### src/rtl/frame_position_tracker_if.sv
// Interface bundling the raster-tracker control inputs and position/flag outputs.
// The master drives enable/restart/dimensions; the slave (the tracker) reports position.
interface frame_position_tracker_if #(
    parameter int X_BITS     = 11,
    parameter int Y_BITS     = 11,
    parameter int FRAME_BITS = 8
);
    logic                  enable;
    logic                  restart;
    logic [X_BITS-1:0]     width;
    logic [Y_BITS-1:0]     height;
    logic [X_BITS-1:0]     x;
    logic [Y_BITS-1:0]     y;
    logic                  is_line_start;
    logic                  is_line_end;
    logic                  is_frame_start;
    logic                  is_frame_end;
    logic                  in_border;
    logic [FRAME_BITS-1:0] frame_count;

    modport master (
        output enable, restart, width, height,
        input  x, y, is_line_start, is_line_end, is_frame_start, is_frame_end,
               in_border, frame_count
    );

    modport slave (
        input  enable, restart, width, height,
        output x, y, is_line_start, is_line_end, is_frame_start, is_frame_end,
               in_border, frame_count
    );
endinterface

### src/rtl/frame_position_tracker.sv
// Two-dimensional raster position counter with frame-boundary shadowed dimensions,
// line/frame flags, a completed-frame counter and a kernel-border flag.
module frame_position_tracker #(
    parameter int X_BITS     = 11,
    parameter int Y_BITS     = 11,
    parameter int BORDER     = 1,
    parameter int FRAME_BITS = 8
) (
    input  logic clock,
    input  logic reset,
    frame_position_tracker_if.slave bus
);
    localparam logic [X_BITS:0] BORDER_X = (X_BITS + 1)'(BORDER);
    localparam logic [Y_BITS:0] BORDER_Y = (Y_BITS + 1)'(BORDER);

    logic [X_BITS-1:0]     x_q, x_d;
    logic [Y_BITS-1:0]     y_q, y_d;
    logic [X_BITS-1:0]     w_sh_q, w_sh_d;
    logic [Y_BITS-1:0]     h_sh_q, h_sh_d;
    logic [FRAME_BITS-1:0] frame_count_q, frame_count_d;

    logic [X_BITS-1:0] w_eff;
    logic [Y_BITS-1:0] h_eff;
    logic              line_end;
    logic              frame_end;
    logic              border_x;
    logic              border_y;

    // A zero dimension behaves as a single pixel so the counters always have a valid wrap point.
    always_comb begin
        w_eff     = (w_sh_q == '0) ? X_BITS'(1) : w_sh_q;
        h_eff     = (h_sh_q == '0) ? Y_BITS'(1) : h_sh_q;
        line_end  = (x_q == w_eff - X_BITS'(1));
        frame_end = line_end && (y_q == h_eff - Y_BITS'(1));
        border_x  = ({1'b0, x_q} < BORDER_X) || ({1'b0, x_q} + BORDER_X >= {1'b0, w_eff});
        border_y  = ({1'b0, y_q} < BORDER_Y) || ({1'b0, y_q} + BORDER_Y >= {1'b0, h_eff});
    end

    always_comb begin
        x_d           = x_q;
        y_d           = y_q;
        w_sh_d        = w_sh_q;
        h_sh_d        = h_sh_q;
        frame_count_d = frame_count_q;
        if (reset) begin
            x_d           = '0;
            y_d           = '0;
            w_sh_d        = bus.width;
            h_sh_d        = bus.height;
            frame_count_d = '0;
        end else if (bus.restart) begin
            x_d    = '0;
            y_d    = '0;
            w_sh_d = bus.width;
            h_sh_d = bus.height;
        end else if (bus.enable) begin
            if (frame_end) begin
                // Dimensions change only here, so a frame always finishes with its own size.
                x_d           = '0;
                y_d           = '0;
                w_sh_d        = bus.width;
                h_sh_d        = bus.height;
                frame_count_d = frame_count_q + FRAME_BITS'(1);
            end else if (line_end) begin
                x_d = '0;
                y_d = y_q + Y_BITS'(1);
            end else begin
                x_d = x_q + X_BITS'(1);
            end
        end
    end

    always_ff @(posedge clock) begin
        x_q           <= x_d;
        y_q           <= y_d;
        w_sh_q        <= w_sh_d;
        h_sh_q        <= h_sh_d;
        frame_count_q <= frame_count_d;
    end

    assign bus.x              = x_q;
    assign bus.y              = y_q;
    assign bus.is_line_start  = (x_q == '0);
    assign bus.is_line_end    = line_end;
    assign bus.is_frame_start = (x_q == '0) && (y_q == '0);
    assign bus.is_frame_end   = frame_end;
    assign bus.in_border      = (BORDER != 0) && (border_x || border_y);
    assign bus.frame_count    = frame_count_q;
endmodule
### src/flat_wrapper.sv
// flat-port wrapper written by rule: the top's interface ports become plain ports
module frame_position_tracker_flat 
#(
    parameter int X_BITS     = 11,
    parameter int Y_BITS     = 11,
    parameter int BORDER     = 1,
    parameter int FRAME_BITS = 8
)
  (clock, reset, bus_enable, bus_restart, bus_width, bus_height, bus_x, bus_y, bus_is_line_start, bus_is_line_end, bus_is_frame_start, bus_is_frame_end, bus_in_border, bus_frame_count);
  frame_position_tracker_if #(.X_BITS(X_BITS), .Y_BITS(Y_BITS), .FRAME_BITS(FRAME_BITS)) bus_i ();
  input  logic clock;
  input  logic reset;
  input wire logic [$bits(bus_i.enable)-1:0] bus_enable;
  input wire logic [$bits(bus_i.restart)-1:0] bus_restart;
  input wire logic [$bits(bus_i.width)-1:0] bus_width;
  input wire logic [$bits(bus_i.height)-1:0] bus_height;
  output wire logic [$bits(bus_i.x)-1:0] bus_x;
  output wire logic [$bits(bus_i.y)-1:0] bus_y;
  output wire logic [$bits(bus_i.is_line_start)-1:0] bus_is_line_start;
  output wire logic [$bits(bus_i.is_line_end)-1:0] bus_is_line_end;
  output wire logic [$bits(bus_i.is_frame_start)-1:0] bus_is_frame_start;
  output wire logic [$bits(bus_i.is_frame_end)-1:0] bus_is_frame_end;
  output wire logic [$bits(bus_i.in_border)-1:0] bus_in_border;
  output wire logic [$bits(bus_i.frame_count)-1:0] bus_frame_count;
  assign bus_i.enable = bus_enable;
  assign bus_i.restart = bus_restart;
  assign bus_i.width = bus_width;
  assign bus_i.height = bus_height;
  assign bus_x = bus_i.x;
  assign bus_y = bus_i.y;
  assign bus_is_line_start = bus_i.is_line_start;
  assign bus_is_line_end = bus_i.is_line_end;
  assign bus_is_frame_start = bus_i.is_frame_start;
  assign bus_is_frame_end = bus_i.is_frame_end;
  assign bus_in_border = bus_i.in_border;
  assign bus_frame_count = bus_i.frame_count;
  frame_position_tracker #(.X_BITS(X_BITS), .Y_BITS(Y_BITS), .BORDER(BORDER), .FRAME_BITS(FRAME_BITS)) u_core (.clock(clock), .reset(reset), .bus(bus_i));
endmodule
### config.mk
export PLATFORM = sky130hd
export DESIGN_NAME = frame_position_tracker_flat
export DESIGN_NICKNAME = d
export VERILOG_FILES = /design/src/rtl/frame_position_tracker_if.sv /design/src/rtl/frame_position_tracker.sv /design/src/flat_wrapper.sv
export SDC_FILE = /design/constraint.sdc
export NUM_CORES = 1
export LEC_CHECK = 0
export CAP_MARGIN = 40
export CORE_MARGIN = 2
export CORE_UTILIZATION = 53
export CTS_CLUSTER_SIZE = 28
export DETAILED_ROUTE_END_ITERATION = 6
export PLACE_DENSITY = 0.79
export SYNTH_ARGS = -nofsm -noshare
export SYNTH_HDL_FRONTEND = slang
export SYNTH_SLANG_ARGS = --single-unit
### constraint.sdc
create_clock -name clock -period 8.5 [get_ports clock]
set_input_delay 2.55 -clock clock [delete_from_list [all_inputs] [get_ports clock]]
set_output_delay 2.55 -clock clock [all_outputs]
set_load 0.02 [all_outputs]
==> summary.txt, run 1 <==
Worst setup path
  • Buf/Inv on CP: 2
  • Largest fanout on the critical path: 9
  • Required @ worst endpoint: 5.95 ns
  • Crit-path leading delay family: simple AND/OR/NAND/NOR gates
  • Type of origin of the critical path: register
  • Worst Path Arrival: 4.27 ns
  • Slowest cell on crit path: clkdlybuf4s50_1
  • Crit-path cells: nor4_1 > and2_1 > a21oi_1 > ha_1 > nor3b_1 > nand4_1 > xnor2_1 > nor4_2 > nand3_1 > inv_1 > clkdlybuf4s50_1
  • Crit-path max cell delay: 0.64 ns
  • Kind of critical path: register to output pin
  • Crit. End Element: output pin

Flow run
  • Max_cap viols: 0

Yosys
  • Syn avg cell area: 8.702 sq um
  • Synth area leader: edfxtp_1
  • Largest family of logic cells by synthesized area: simple AND/OR/NAND/NOR gates
  • Xor/xnor share of the synthesized area: 8.901%
  • Cells after Synth: 441
  • Synthesis warning total: 0
  • Synth Flop Type: dfxtp_1
  • Multiplexer share of the synthesized area: 0.2608%
  • Synth area leaders: edfxtp_1 17%, dfxtp_1 16%, ha_1 9.5%
  • Synth Area in Compound Gates: 18.06%
  • Simple-Gate Fraction of Synth Area: 23.48%
  • Sequential area share after synthesis: 32.87%
  • Post-synth cell types: 63
  • Synth Cell Area: 0.003837 sq mm
  • Syn nets: 496
  • Post-synth top area share: 17.22%
  • Seq cells post-synth: 52
  • Adder-cell area share of the yosys netlist: 9.455%
  • Number of synthesized flops with an enable pin: 22
  • Ys async rst share: 0%

Clock tree
  • TritonCTS clock tree: yes
  • Clock latency on the worst-skew pair: 0.32 ns
  • Clock Tree Buf Depth: 2
  • Clock sink count: 52
  • H-tree level count: 2
  • Clock transition at path regs: 0.10 ns
  • Hold_buf cts: 0
  • Post-CTS setup buffer count: 0
  • Root Driver: clkbuf_8
  • Num CTS Buffers: 5
  • CTS resizes: 0

Status
  • Status: complete, no violations

STA
  • Slew @ Worst Pin: 0.7097 ns
  • RSZ-0062 raised after global routing: no
  • Worst Skew: 0.01244 ns
  • Maximum clock frequency: 146.7 MHz
  • Rel. slew slack: 52.58%
  • Setup TNS: 0 ns
  • Max Slew Vio Count: 0
  • Final setup viols: 0
  • Final Hold Vio Count: 0
  • Final period util: 80.20%
  • Crit path time final: 6.817 ns
  • WHS: 0.4908 ns

Global routing
  • Largest net degree at the start of global routing: 24
  • Initial antenna violation count: 0
  • Overflow after GRT: 0
  • Via count of the first global-routing pass: 3065
  • Global-route wire length before repair: 14.37 mm
  • Tot GR Track Use: 23.11%

Layout
  • Ant diodes: 0
  • Layout cells sized above 1: 4.545%
  • Area growth syn-to-layout: 18.94%
  • Fin area: 0.004564 sq mm
  • Fin cells: 583
  • Net count, final: 538

Floorplan
  • Row count: 31
  • Die height: 89.09 microns
  • Core ar.: 0.007137 sq mm
  • Starting Density: 53.77%
  • DIE AREA: 0.007937 sq mm
  • Ports: 61
  • Die W: 89.09 microns

Placed design
  • Port-buffer cells: 60
  • RePlAce Congestion: 0.9355
  • DP Cell Count: 575
  • Post-DP HPWL: 6.948 mm
  • Area after DPL: 0.004473 sq mm

Worst hold path
  • Min-Delay Path Class: register to register

Route
  • Routed vias: 3504
  • DRC Markers: 0
  • Drt via density: 6.010
  • Pre-antenna DRT Iters: 4
  • Initial DRC count: 213
  • DR WL/cell: 15.36 microns
  • Detail Route Antenna Nets: 0
  • Routed wire length: 8.952 mm

Power and ir drop
  • Worst vdd ir: 0.07776 mV
  • Leakage: 0.001792 uW
  • Pwr Density: 108.9 mW/mm^2
[synthesized netlist by cell type, types with 11 or more instances]
cell,instances
edfxtp_1,22
xor2_1,21
a21oi_1,24
clkbuf_1,21
inv_1,38
a31oi_1,11
dfxtp_1,30
ha_1,29
nor2_1,22
o21ai_0,12
nand2_1,23
nand3_1,22
nor3_1,13
xnor2_1,18
[cells in the final DEF (no fill, tap or decap), drive strengths merged, types with 6 or more instances in the layout]
cell           Yosys  routed
a21o               6       6
a21oi             25      25
a31oi             11      11
and3              10      10
clkdlybuf4s50      0      60
dfxtp             30      30
edfxtp            22      22
ha                29      29
inv               38      39
nand2             23      23
nand2b            10      10
nand3             22      22
nand4              6       6
nor2              22      22
nor3              13      13
nor4              12      12
o21ai             12      12
o31ai              7       7
or4               10      10
xnor2             18      18
xor2              21      21
[worst reg2reg max path, cell delays in order, from the launching register on]
cell and delay (ns):
edfxtp_1 0.51, nor4_1 0.15, and2_1 0.18, a21oi_1 0.21, ha_1 0.22, nor3b_1 0.61
nand4_1 0.20, xnor2_1 0.17, nor4_2 0.47, nand3_1 0.35, o31ai_4 0.69, buf_6 0.25
[flip-flops by register name, summed over array words and instances, names as in the netlist]
name	cells
u_core.bus.frame_count	8
u_core.bus.y	11
u_core.h_sh_q	11
u_core.w_sh_q	11
u_core.bus.x	11
[metrics by stage]
| stage | setup slack, ns | utilization (%) | power (uW) |
|---|---|---|---|
| floorplan | 2.835 | - | 327.9 |
| global placement | 2.230 | 62.41 | 349.8 |
| detailed placement | 2.062 | 62.68 | 353.6 |
| CTS | 1.685 | 63.96 | 498.8 |
| global route | 1.280 | 63.96 | 518.1 |
| finish | 1.683 | 63.96 | 496.8 |
[area by class of cell]
type                       instances  area [sq um]
timing repair buffer              62         619.3
clock inverter                     3         22.52
inverter                          39         146.4
fill                             637          2572
sequential                        52          1261
clock buffer                       5         68.82
tap                               99         123.9
multi-input combinational        323          2322
[per-layer routing]
metal	vias to the layer above	GRT usage (%)	share of wire (%)
met4	0	8.684	2.4
met3	17	4.063	6.0
met2	121	36.57	46
met1	1660	31.65	46
met5	-	0	0
li1	1706	-	-
[power breakdown]
| part | total (uW) | internal (uW) | switching (uW) |
|---|---|---|---|
| sequential | 281 | 269 | 11.8 |
| clock | 148 | 58.8 | 89.4 |
| combinational | 68.0 | 33.6 | 34.5 |
[cells by family (layout without fill, tap and decap cells)]
logic type,count (synthesis),count (layout)
multiplexers,1,1
AO/OA/AOI/OAI,98,98
adder cells (fa/ha/maj),29,29
XOR/XNOR,39,39
AND/OR/NAND/NOR,156,156
flip-flops,52,52
buffers and inverters,66,109
[final timing paths]
check,from,to,slack [ns],depth (start not counted)
worst max register to register,u_core.w_sh_q[6],u_core.h_sh_q[4],4.22,11
worst min-delay path,u_core.bus.frame_count[7],u_core.bus.frame_count[7],0.49,2
worst min register to register,u_core.bus.frame_count[7],u_core.bus.frame_count[7],0.49,2
worst max-delay path,u_core.w_sh_q[6],bus_is_line_end,1.68,11
Power figures use the tool's default switching activity.
==> run 2, diff against run 1 <==
==> constraint.sdc (replaced) <==
create_clock -name clock -period 6.5 [get_ports clock]
set_input_delay 1.95 -clock clock [delete_from_list [all_inputs] [get_ports clock]]
set_output_delay 1.95 -clock clock [all_outputs]
set_load 0.02 [all_outputs]
==> run 2 against run 1 <==
Effect of this change:
- largest cell class unchanged
- via count is essentially flat
- final cell count grew 0.17%
- worst hold slack lost 0.0031 ns
- sequential power grew 31%
- combinational power grew 32%
- total power grew 47%
- global-route usage grew 0.52 points
- clock skew shrank 0.0078 ns
- wire length grew 1.6%
- core utilization grew 0.98 points
- sequential share of layout area shrank 0.42 points
- cell area grew 1.5%
==> summary.txt, run 2 (synthesis gave the netlist of run 1 again) <==
Status
  • Status: complete, no violations

Layout
  • Core Util, Final: 64.94%
  • Commonest non-fill, non-tap cell in the layout: clkdlybuf4s50_1
  • Net count, final: 539
  • Area growth syn-to-layout: 20.77%
  • Fill cells: 590
  • Most frequent cells in the layout: 60 x clkdlybuf4s50_1, 38 x inv_1, 30 x dfxtp_1
  • Layout cells sized above 1: 4.948%
  • Ant diodes: 0

STA
  • Final setup viols: 0
  • Crit path time final: 6.054 ns
  • Maximum clock frequency: 165.2 MHz
  • Rel. slew slack: 53.68%
  • Final Hold Vio Count: 0
  • Final period util: 93.13%
  • RSZ-0062 raised after global routing: no
  • Max Slew Vio Count: 0
  • Worst Skew: 0.004632 ns
  • Slew @ Worst Pin: 0.6947 ns
  • Setup TNS: 0 ns

Global routing
  • Tot GR Track Use: 23.63%
  • Overflow after GRT: 0
  • Largest net degree at the start of global routing: 24
  • Via count of the first global-routing pass: 3170
  • Global-route wire length before repair: 14.81 mm
  • Initial antenna violation count: 0

Worst hold path
  • Hold_sp: u_core.bus.frame_count[7]
  • Worst Hold Depth: 2
  • Min-Delay Path Class: register to register

Power and ir drop
  • Worst vdd ir: 0.09077 mV
  • Pwr Density: 158.1 mW/mm^2
  • Leakage: 0.001829 uW

Route
  • DRC Markers: 0
  • Max layer used: met4
  • Routed wire length: 9.092 mm
  • Pre-antenna DRT Iters: 5
  • Routed vias: 3503
  • Wire length on met3: 545 microns
  • Met1 WL: 4.140 mm
  • Initial DRC count: 257
  • DR WL/cell: 15.57 microns
  • Detail Route Antenna Nets: 0
  • Drt via density: 5.998
  • Met2 WL: 4.165 mm

Clock tree
  • Clock Tree Buf Depth: 2
  • Root Driver: clkbuf_8
  • Num CTS Buffers: 5
  • Clock transition at path regs: 0.10 ns
  • TritonCTS clock tree: yes
  • Post-CTS setup buffer count: 0
  • Clock latency on the worst-skew pair: 0.31 ns
  • H-tree level count: 2
  • Clock sink count: 52

Placed design
  • Port-buffer cells: 60
  • RePlAce Congestion: 0.9350
  • Post-DP HPWL: 6.913 mm

Floorplan
  • DIE AREA: 0.007937 sq mm
  • Die height: 89.09 microns
  • Ports: 61
  • Core ar.: 0.007137 sq mm
  • Row count: 31
  • Starting Density: 53.77%
  • Die W: 89.09 microns

Flow run
  • Max_cap viols: 0

Worst setup path
  • Largest fanout on the critical path: 9
  • Kind of critical path: register to output pin
  • Crit. End Element: output pin
  • R2R Path Start: u_core.w_sh_q[6]
  • Crit path from: u_core.w_sh_q[6]
  • Flop-to-flop setup slack: 2.36 ns
  • Type of origin of the critical path: register
  • Reg2reg end: u_core.h_sh_q[7]
  • Crit path capture: bus_is_line_end
  • Worst reg2reg path depth: 11
  • Worst Path Arrival: 4.10 ns
  • Required @ worst endpoint: 4.55 ns
-- run 2: cell types whose count changed in the layout (fill, tap and decap cells not counted) --
cell | previous run | this run
inv_4 | 1 | 0
clkinvlp_4 | 1 | 0
bufinv_16 | 0 | 1
nor3b_2 | 0 | 1
clkbuf_16 | 0 | 2
nor3b_1 | 4 | 3
clkinv_4 | 1 | 0
buf_4 | 1 | 2
-- run 2: stage by stage --
step / std cells / area, sq um / hold WS (ns) / setup slack [ns] / power, uW
global placement: 574 / 4462 / 0.4719 / 0.8304 / 457.4
CTS: 584 / 4629 / 0.4913 / 0.2970 / 733.4
floorplan: 441 / 3837 / 0.5511 / 1.435 / 428.8
finish: 584 / 4634 / 0.4877 / 0.4463 / 732.7
detailed placement: 576 / 4481 / 0.4779 / 0.6636 / 462.2
global route: 584 / 4634 / 0.5094 / 0.09030 / 758.0
-- run 2: cell type report --
type	count	area [sq um]	share of cell area (%)
clock inverters	1	30.03	0.6479
multi-input cells	323	2327	50.22
flip-flops and latches	52	1261	27.21
repair buffers	63	626.9	13.53
well taps	99	123.9	2.673
clock buffers	7	118.9	2.565
inverters	39	146.4	3.159
-- run 2: power by group --
group	internal, uW	switching [uW]	leakage, uW
combinational	44.1	45.8	0.00129
clock	162	114	0.0000747
sequential	351	15.4	0.000466
total	557	176	0.00183
-- run 2: worst min-delay path by stage --
stage | slack (ns) | end
floorplan | 0.55 | u_core.bus.frame_count[7]
global placement | 0.47 | u_core.bus.frame_count[7]
detailed placement | 0.48 | u_core.bus.frame_count[7]
CTS | 0.49 | u_core.bus.frame_count[7]
global route | 0.51 | u_core.bus.frame_count[7]
finish | 0.49 | u_core.bus.frame_count[7]
-- run 2: repair_timing --
action,in CTS,in global routing
hold buffers,0,0
resized for setup,0,1
setup endpoints to repair,0,2
-- run 2: metal layers --
metal  global-route usage [%]  vias to the layer above
li1                         -                     1707
met4                    8.005                        0
met5                        0                        -
met3                    3.970                       22
met2                    37.58                      141
met1                    32.68                     1633
-- run 2: worst max-delay path, stage by stage, from the launching register on --
cell and delay (ns):
edfxtp_1 0.53, nor4_1 0.53, and2_1 0.20, a21oi_1 0.09, ha_1 0.23, nand2b_1 0.17, o211a_1 0.13, o31a_1 0.28
nor4_2 0.38, nand3_1 0.36, inv_1 0.25, clkdlybuf4s50_1 0.63
==> run 3, diff against run 2 <==
--- a/config.mk
+++ b/config.mk
@@ -10,6 +10,7 @@
 export CORE_UTILIZATION = 53
 export CTS_CLUSTER_SIZE = 28
 export DETAILED_ROUTE_END_ITERATION = 6
+export GPL_TIMING_DRIVEN = 0
 export PLACE_DENSITY = 0.79
 export SYNTH_ARGS = -nofsm -noshare
 export SYNTH_HDL_FRONTEND = slang
==> run 3 against run 2 <==
Effect of this change:
- global-route usage shrank 0.32 points
- highest routed layer unchanged
- worst hold slack improved by 0.017 ns
- clock power shrank 18%
- critical path depth up 3
- clock skew increased by 0.0093 ns
- register-to-register slack lost 0.22 ns
- critical endpoint is now bus_is_frame_end
- non-clock buffer count grew 23
- wire length is 2.3% lower
- final cell count grew 3.9%
- cell area rose by 1.2%
- sequential power decreased by 1%
- largest power group unchanged
==> summary.txt, run 3 (synthesis gave the netlist of run 1 again) <==
Placed design
  • DP Cell Count: 599
  • RePlAce Congestion: 0.9020
  • Port-buffer cells: 58
  • Post-DP HPWL: 6.889 mm

Power and ir drop
  • Sw Ratio: 25.37%
  • Sw Pwr: 173.6 uW
  • Pwr Density: 145.9 mW/mm^2
  • Int Pwr: 510.7 uW
  • Comb pwr share: 13.8%
  • Sequential power share: 53.0%
  • Leakage: 0.001846 uW
  • Worst vdd ir: 0.07978 mV
  • Clock share of power: 33.2%

Worst hold path
  • Min-Delay Path Class: register to register

Layout
  • Most frequent cells in the layout: 58 x clkdlybuf4s50_1, 38 x inv_1, 30 x dfxtp_1
  • Core Util, Final: 65.73%
  • Fin cells: 607
  • Net count, final: 562
  • Fill cells: 631
  • Commonest non-fill, non-tap cell in the layout: clkdlybuf4s50_1
  • Area growth syn-to-layout: 22.24%
  • Ant diodes: 0
  • Layout cells sized above 1: 5.512%
  • Reg area: 0.001261 sq mm
  • Multi-input gate area: 0.002336 sq mm

Worst setup path
  • Kind of critical path: register to output pin
  • Crit-path max cell delay: 0.61 ns
  • Slowest cell on crit path: clkdlybuf4s50_1
  • Required @ worst endpoint: 4.55 ns
  • Crit. End Element: output pin
  • Crit-path cells: buf_6 > nor3_1 > and4_1 > nor2_1 > ha_1 > xnor2_1 > a2bb2o_4 > a311oi_2 > nand4b_1 > or3_4 > buf_6 > buf_2 > nor2_1 > clkdlybuf4s50_1
  • Worst Path Arrival: 4.26 ns
  • Largest fanout on the critical path: 10
  • Type of origin of the critical path: register

STA
  • WHS: 0.5050 ns
  • Final setup viols: 0
  • Slew @ Worst Pin: 0.7068 ns
  • Worst Skew: 0.01389 ns
  • Crit path time final: 6.206 ns
  • Max Slew Vio Count: 0
  • RSZ-0062 raised after global routing: no
  • Maximum clock frequency: 161.1 MHz
  • Final Hold Vio Count: 0
  • Rel. slew slack: 52.88%
  • Setup TNS: 0 ns
  • Final period util: 95.48%

Clock tree
  • Num CTS Buffers: 5
  • Clock transition at path regs: 0.09 ns
  • Clock latency on the worst-skew pair: 0.32 ns
  • Clock Tree Buf Depth: 2
  • TritonCTS clock tree: yes
  • Post-CTS setup buffer count: 0
  • Clock sink count: 52
  • Root Driver: clkbuf_8
  • Hold_buf cts: 0
  • H-tree level count: 2

Route
  • Routed vias: 3569
  • Routed wire length: 8.886 mm
  • DRC Markers: 0
  • Detail Route Antenna Nets: 0
  • Drt via density: 5.880
  • DR WL/cell: 14.64 microns
  • Pre-antenna DRT Iters: 6
  • Initial DRC count: 265

Floorplan
  • Ports: 61
  • Starting Density: 53.77%
  • Core ar.: 0.007137 sq mm
  • Row count: 31
  • Die W: 89.09 microns
  • Die height: 89.09 microns
  • DIE AREA: 0.007937 sq mm

Status
  • Status: complete, no violations

Global routing
  • Via count of the first global-routing pass: 3093
  • Largest net degree at the start of global routing: 17
  • Initial antenna violation count: 0
  • Overflow after GRT: 0
  • Tot GR Track Use: 23.31%
  • Global-route wire length before repair: 14.63 mm

Flow run
  • Max_cap viols: 0
==> run 3: changes by cell type in the layout (fill, tap and decap cells not counted), sizes merged <==
| cell | before | now |
|---|---|---|
| clkdlybuf4s50 | 60 | 58 |
| inv | 38 | 39 |
| clkbuf | 7 | 26 |
| buf | 3 | 7 |
| clkinv | 1 | 2 |
==> run 3: cell type report <==
type                            count  share of cell area [%]
Buffer                             27                   2.587
Inverter                           39                   3.121
Clock inverter                      3                  0.8802
Tap cell                           99                   2.641
Timing Repair Buffer               59                   12.62
Clock buffer                        5                   1.467
Sequential cell                    52                   26.89
Multi-Input combinational cell    323                   49.80
==> run 3: stage by stage <==
stage	cell area, sq um	total power [uW]	setup slack [ns]
after global routing	4691	711.4	0.03705
after floorplan	3837	428.8	1.435
final	4691	684.3	0.2936
after detailed placement	4567	462.7	0.3430
after global placement	4542	458.2	0.4074
after CTS	4682	685.9	0.2694
==> run 3: worst paths after layout <==
path,start,endpoint,slack [ns],cells past startpoint
hold / removal,u_core.bus.frame_count[7],u_core.bus.frame_count[7],0.50,2
setup reg to reg,u_core.h_sh_q[3],u_core.h_sh_q[2],2.14,14
hold reg to reg,u_core.bus.frame_count[7],u_core.bus.frame_count[7],0.50,2
setup / recovery,u_core.h_sh_q[3],bus_is_frame_end,0.29,14
==> run 3: power groups by stage <==
stage                     registers (uW)  logic, uW  clock network [uW]
after CTS                            363       93.3                 230
after global routing                 364        105                 242
after global placement               370       88.3                   0
after floorplan                      368       61.2                   0
final                                363       94.1                 227
after detailed placement             370       92.8                   0
==> run 3: worst max-delay path, delay by kind of cell (launching register included) <==
kind | cells | cell delay, ns
adders and majority gates | 1 | 0.25
AOI/OAI and AO/OA | 2 | 0.44
and+or+nand+nor | 6 | 1.55
DFF | 1 | 0.39
buffers and inverters | 4 | 1.11
xor gates and xnor gates | 1 | 0.21
==> run 3: metal layers <==
layer  GRT usage [%]  share of wire [%]
met5               0                  0
met1           33.31                 47
met2           37.51                 47
met4           6.242                1.1
met3           2.678                5.0
==> run 3: repair_timing <==
item | in CTS | in global routing
setup endpoints to repair | 1 | 2
endpoints found under the hold margin | 0 | 0
gates resized for setup | 1 | 1
